[src/rtl/mem_access.sv]
// Memory stage: runs req/ack bus transactions for loads and stores,
// passes other ops through, and registers the write-back triple.
module mem_access #(
  parameter int unsigned TIMEOUT_CYCLES = 255
) (
  input  logic        clk,
  input  logic        rst,
  input  logic [3:0]  memOp_i,
  input  logic [31:0] memAddr_i,
  input  logic [31:0] storeData_i,
  input  logic        writeReg_i,
  input  logic [4:0]  writeAddr_i,
  input  logic [31:0] writeData_i,
  output logic        memReq_o,
  output logic        memWe_o,
  output logic [31:0] memAddr_o,
  output logic [3:0]  memSel_o,
  output logic [31:0] memWdata_o,
  input  logic [31:0] memRdata_i,
  input  logic        memAck_i,
  output logic        stallReq_o,
  output logic        writeReg_o,
  output logic [4:0]  writeAddr_o,
  output logic [31:0] writeData_o,
  output logic        excAddr_o,
  output logic        busErr_o
);

  localparam logic [3:0] OP_LB  = 4'd1;
  localparam logic [3:0] OP_LBU = 4'd2;
  localparam logic [3:0] OP_LH  = 4'd3;
  localparam logic [3:0] OP_LHU = 4'd4;
  localparam logic [3:0] OP_LW  = 4'd5;
  localparam logic [3:0] OP_SB  = 4'd6;
  localparam logic [3:0] OP_SH  = 4'd7;
  localparam logic [3:0] OP_SW  = 4'd8;

  localparam logic [7:0] TMAX = 8'(TIMEOUT_CYCLES - 1);

  typedef enum logic {IDLE, WAIT} state_t;

  state_t      state;
  state_t      state_n;
  logic [7:0]  cnt;
  logic [3:0]  op_q;
  logic [1:0]  lo_q;
  logic        wreg_q;
  logic [4:0]  waddr_q;

  logic        is_byte;
  logic        is_half;
  logic        is_word;
  logic        is_mem;
  logic        is_st;
  logic        misal;
  logic [3:0]  sel_c;
  logic [31:0] wdata_c;
  logic [7:0]  byte_c;
  logic [15:0] half_c;
  logic [31:0] ld_c;
  logic        ld_q;
  logic        tmo;

  assign memReq_o   = (state == WAIT);
  assign stallReq_o = (state == WAIT);
  assign ld_q       = (op_q >= OP_LB) && (op_q <= OP_LW);
  assign tmo        = (cnt == TMAX);

  always_comb begin
    is_byte = (memOp_i == OP_LB) || (memOp_i == OP_LBU) ||
              (memOp_i == OP_SB);
    is_half = (memOp_i == OP_LH) || (memOp_i == OP_LHU) ||
              (memOp_i == OP_SH);
    is_word = (memOp_i == OP_LW) || (memOp_i == OP_SW);
    is_st   = (memOp_i == OP_SB) || (memOp_i == OP_SH) ||
              (memOp_i == OP_SW);
    is_mem  = is_byte | is_half | is_word;
    misal   = (is_half & memAddr_i[0]) |
              (is_word & (|memAddr_i[1:0]));
    sel_c   = '0;
    wdata_c = '0;
    unique case (1'b1)
      is_byte: begin
        sel_c   = 4'b1000 >> memAddr_i[1:0];
        wdata_c = {4{storeData_i[7:0]}};
      end
      is_half: begin
        sel_c   = memAddr_i[1] ? 4'b0011 : 4'b1100;
        wdata_c = {2{storeData_i[15:0]}};
      end
      is_word: begin
        sel_c   = 4'b1111;
        wdata_c = storeData_i;
      end
      default: begin
        sel_c   = '0;
        wdata_c = '0;
      end
    endcase
  end

  // Big-endian lanes: offset 0 is the most significant byte.
  always_comb begin
    byte_c = '0;
    case (lo_q)
      2'd0: byte_c = memRdata_i[31:24];
      2'd1: byte_c = memRdata_i[23:16];
      2'd2: byte_c = memRdata_i[15:8];
      2'd3: byte_c = memRdata_i[7:0];
      default: byte_c = '0;
    endcase
    half_c = lo_q[1] ? memRdata_i[15:0] : memRdata_i[31:16];
    ld_c   = memRdata_i;
    case (op_q)
      OP_LB:   ld_c = {{24{byte_c[7]}}, byte_c};
      OP_LBU:  ld_c = {24'd0, byte_c};
      OP_LH:   ld_c = {{16{half_c[15]}}, half_c};
      OP_LHU:  ld_c = {16'd0, half_c};
      default: ld_c = memRdata_i;
    endcase
  end

  always_comb begin
    state_n = state;
    case (state)
      IDLE: if (is_mem && !misal) state_n = WAIT;
      WAIT: if (memAck_i || tmo) state_n = IDLE;
      default: state_n = IDLE;
    endcase
  end

  always_ff @(posedge clk) begin
    if (rst) state <= IDLE;
    else     state <= state_n;
  end

  always_ff @(posedge clk) begin
    if (rst) begin
      cnt         <= '0;
      op_q        <= '0;
      lo_q        <= '0;
      wreg_q      <= 1'b0;
      waddr_q     <= '0;
      memWe_o     <= 1'b0;
      memAddr_o   <= '0;
      memSel_o    <= '0;
      memWdata_o  <= '0;
      writeReg_o  <= 1'b0;
      writeAddr_o <= '0;
      writeData_o <= '0;
      excAddr_o   <= 1'b0;
      busErr_o    <= 1'b0;
    end else begin
      excAddr_o <= 1'b0;
      busErr_o  <= 1'b0;
      case (state)
        IDLE: begin
          if (!is_mem) begin
            writeReg_o  <= writeReg_i;
            writeAddr_o <= writeAddr_i;
            writeData_o <= writeData_i;
          end else if (misal) begin
            excAddr_o  <= 1'b1;
            writeReg_o <= 1'b0;
          end else begin
            op_q       <= memOp_i;
            lo_q       <= memAddr_i[1:0];
            wreg_q     <= writeReg_i;
            waddr_q    <= writeAddr_i;
            memWe_o    <= is_st;
            memAddr_o  <= {memAddr_i[31:2], 2'b00};
            memSel_o   <= sel_c;
            memWdata_o <= wdata_c;
            writeReg_o <= 1'b0;
            cnt        <= '0;
          end
        end
        WAIT: begin
          if (memAck_i) begin
            cnt <= '0;
            if (ld_q) begin
              writeReg_o  <= wreg_q;
              writeAddr_o <= waddr_q;
              writeData_o <= ld_c;
            end else begin
              writeReg_o <= 1'b0;
            end
          end else if (tmo) begin
            cnt        <= '0;
            busErr_o   <= 1'b1;
            writeReg_o <= 1'b0;
          end else begin
            cnt <= cnt + 8'd1;
          end
        end
        default: cnt <= '0;
      endcase
    end
  end

endmodule
[config.mk]
export PLATFORM = sky130hd
export DESIGN_NAME = mem_access
export DESIGN_NICKNAME = d
export VERILOG_FILES = /design/src/rtl/mem_access.sv
export SDC_FILE = /design/constraint.sdc
export NUM_CORES = 1
export LEC_CHECK = 0
export CAP_MARGIN = 20
export CORE_ASPECT_RATIO = 1.2
export CORE_MARGIN = 3
export CORE_UTILIZATION = 47
export CTS_CLUSTER_SIZE = 30
export DETAILED_ROUTE_END_ITERATION = 8
export PLACE_DENSITY = 0.88
export SETUP_SLACK_MARGIN = 0.15
export SYNTH_ARGS = -nofsm -noshare
export SYNTH_HDL_FRONTEND = slang
export SYNTH_SLANG_ARGS = --single-unit
[constraint.sdc]
create_clock -name clk -period 3.85 [get_ports clk]
set_input_delay 0.385 -clock clk [delete_from_list [all_inputs] [get_ports clk]]
set_output_delay 0.385 -clock clk [all_outputs]
set_load 0.01 [all_outputs]
==> results.json <==
{
  "yosysTopAreaCellShare": 0.406,
  "grt_pass1_wl_um": 32100,
  "relSlewSlack": 0.337,
  "cp-end-kind": "flop",
  "route.detailed.drc": 0,
  "placed_cell_area_um2": 8770,
  "power_uw": 4090,
  "rows": 45,
  "vias_per_cell": 5.71,
  "synth_top_area_cell": "dfxtp_1",
  "hold_path.class": "primary input to flop",
  "routed_wl_um": 20600,
  "initial_core_util": 0.489,
  "crit_path_start_kind": "primary input",
  "htree_levels": 4,
  "crit_arrival_ns": 2.97,
  "tightest_slew_ns": 0.995,
  "area_growth_pct": 48.0,
  "antennaDiodeCount": 0,
  "post_cts_buffers": 0,
  "fin_area_um2": 9330,
  "globalRouteMet2Util": 0.458,
  "yosys.cell_count.top_type": "nand2_1",
  "clock_sinks": 128,
  "maxSlewViolCount": 0,
  "grt_usage": 0.264,
  "pre_cts_ws_ns": 0.777,
  "postCtsResizedCells": 0,
  "hold_viol": 0,
  "p_leak_uw": 0.00335,
  "grt.met3_usage": 0.0805,
  "syn_area_um2": 6300,
  "synthTopCellsByArea": "dfxtp_1 41%, nand2_1 7.9%, a21oi_1 6.4%, nor2_1 3.5%, o41ai_2 3.4%",
  "ios": 252,
  "cts.hold.buffers_added": 0,
  "core_area_um2": 12900,
  "grt_start_max_net_pins": 74,
  "grt.busiest_layer": "met2",
  "dp_hpwl_um": 14700,
  "cts_root_buf": "clkbuf_16",
  "ys_seq_area_frac": 0.406,
  "cts-buffers-inserted": 17,
  "synthCells": 753,
  "wl_per_cell_um": 18.0,
  "critPathKind": "primary input to flop",
  "vias": 6506,
  "clkLatencyLatePin_ns": 0.41,
  "syn_avg_cell_area_um2": 8.37,
  "final_antenna_net_count": 0,
  "powerDensity_nw_per_um2": 438,
  "finalWorstSetupSlack_ns": 1.20,
  "cts_tree": "done",
  "die_y_um": 133,
  "synth_warnings": 0,
  "synthTopCellsByCount": "132 x nand2_1, 128 x dfxtp_1, 81 x a21oi_1",
  "synth-seq-cells": 128,
  "grt_pass1_vias": 6328,
  "fp.dieW_um": 112,
  "num-nets-final": 1106,
  "synth_cell_types": 71,
  "rsz0062_at_grt": "false",
  "maxCapViolCount": 0,
  "synth-async-reset-ratio": 0,
  "ir_worst_vdd_v": 0.000259,
  "clk_pin_slew_ns": 0.06,
  "placed_cells": 1108,
  "final.setup.tns_ns": 0,
  "gp_congestion": 0.902,
  "grt_use_met1": 0.302,
  "finalSetupViolCount": 0,
  "layout.cells.non_filler": 1139,
  "ys.flop_type": "dfxtp_1",
  "synth-edff-count": 0,
  "timing.fmax_mhz": 378,
  "drt-initial-drc-count": 511,
  "fin_crit_sh": 0.688,
  "grt_antenna_before_repair": 0,
  "first_pass_iters": 5,
  "grt_remaining_overflow": 0,
  "min_period_ns": 2.65,
  "drive_above_1_share": 0.0882,
  "final.setup_skew_ns": 0.00960,
  "status": "finished, final reports clean",
  "cp_max_fo": 19,
  "port_buffers": 249,
  "die_area_um2": 14800,
  "clockBufferDepth": 2,
  "required_ns": 4.17
}
## critical path, stage by stage
cell	delay [ns]
clkdlybuf4s50_1	0.83
mux2_2	0.41
a21oi_2	0.23
o2111a_2	0.51
buf_4	0.30
o21ai_0	0.09
a31oi_1	0.20
## stage by stage
stage	util	hold WS, ns
CTS	0.724	0.400
finish	0.724	0.411
global placement	0.680	0.440
detailed placement	0.680	0.447
floorplan	-	0.436
global route	0.724	0.430
## sequential cells by signal, indices dropped and copies added, names as in the netlist, 2 cells and up
name and count:
memSel_o 4, memAddr_o 30, lo_q 2, writeData_o 32, waddr_q 5, memWdata_o 32
cnt 8, writeAddr_o 5, op_q 4
## where the power goes
part	leakage (uW)	internal, uW	total [uW]	switching (uW)
clock	0.000260	897	1530	634
sequential	0.00105	1450	1540	84.1
combinational	0.00204	507	1020	514
## layout by cell type, fill, tap and decap left out, types with 14 or more instances in the layout
cell type        instances
a22oi_1                 19
nand3_1                 18
clkbuf_16               17
a211oi_1                15
nand2_1                132
o21ai_0                 36
nor2_1                  58
mux2i_1                 20
a21oi_1                 81
dfxtp_1                127
clkdlybuf4s50_1        248
buf_4                   14
a31oi_1                 25
## logic make-up after synthesis
kind of cell,Yosys count,synth area share
buffers and inverters,81,0.0659
other,1,0.000595
multiplexers,23,0.0389
XOR/XNOR,2,0.00397
AND/OR/NAND/NOR,272,0.201
flip-flops,128,0.406
AO/OA/AOI/OAI,244,0.279
adder cells (fa/ha/maj),2,0.00397
## metal layers
metal  up-vias  wire, um
met2       318     10100
met1      3005      7990
met3        42      1840
met5         -         0
met4         0       663
li1       3141         -
## final cells by class
cell class | count | area [um^2]
inverters | 7 | 26.3
repair buffers | 264 | 2630
multi-input cells | 545 | 3350
clock buffers | 18 | 429
fillers | 969 | 3560
well taps | 164 | 205
flip-flops and latches | 128 | 2560
clock inverters | 13 | 130
## path summary, 6_finish.rpt
path	start	end	slack (ns)	cells after the start
worst max register to register	memReq_o$_SDFF_PP0_	writeData_o[6]$_SDFFE_PP0P_	1.40	5
worst max-delay path	memOp_i[1]	memWdata_o[11]$_SDFFE_PP0P_	1.20	7
worst min-delay path	rst	writeData_o[15]$_SDFFE_PP0P_	0.41	2
worst min register to register	memWdata_o[5]$_SDFFE_PP0P_	memWdata_o[5]$_SDFFE_PP0P_	0.46	2
Power figures use the tool's default switching activity.
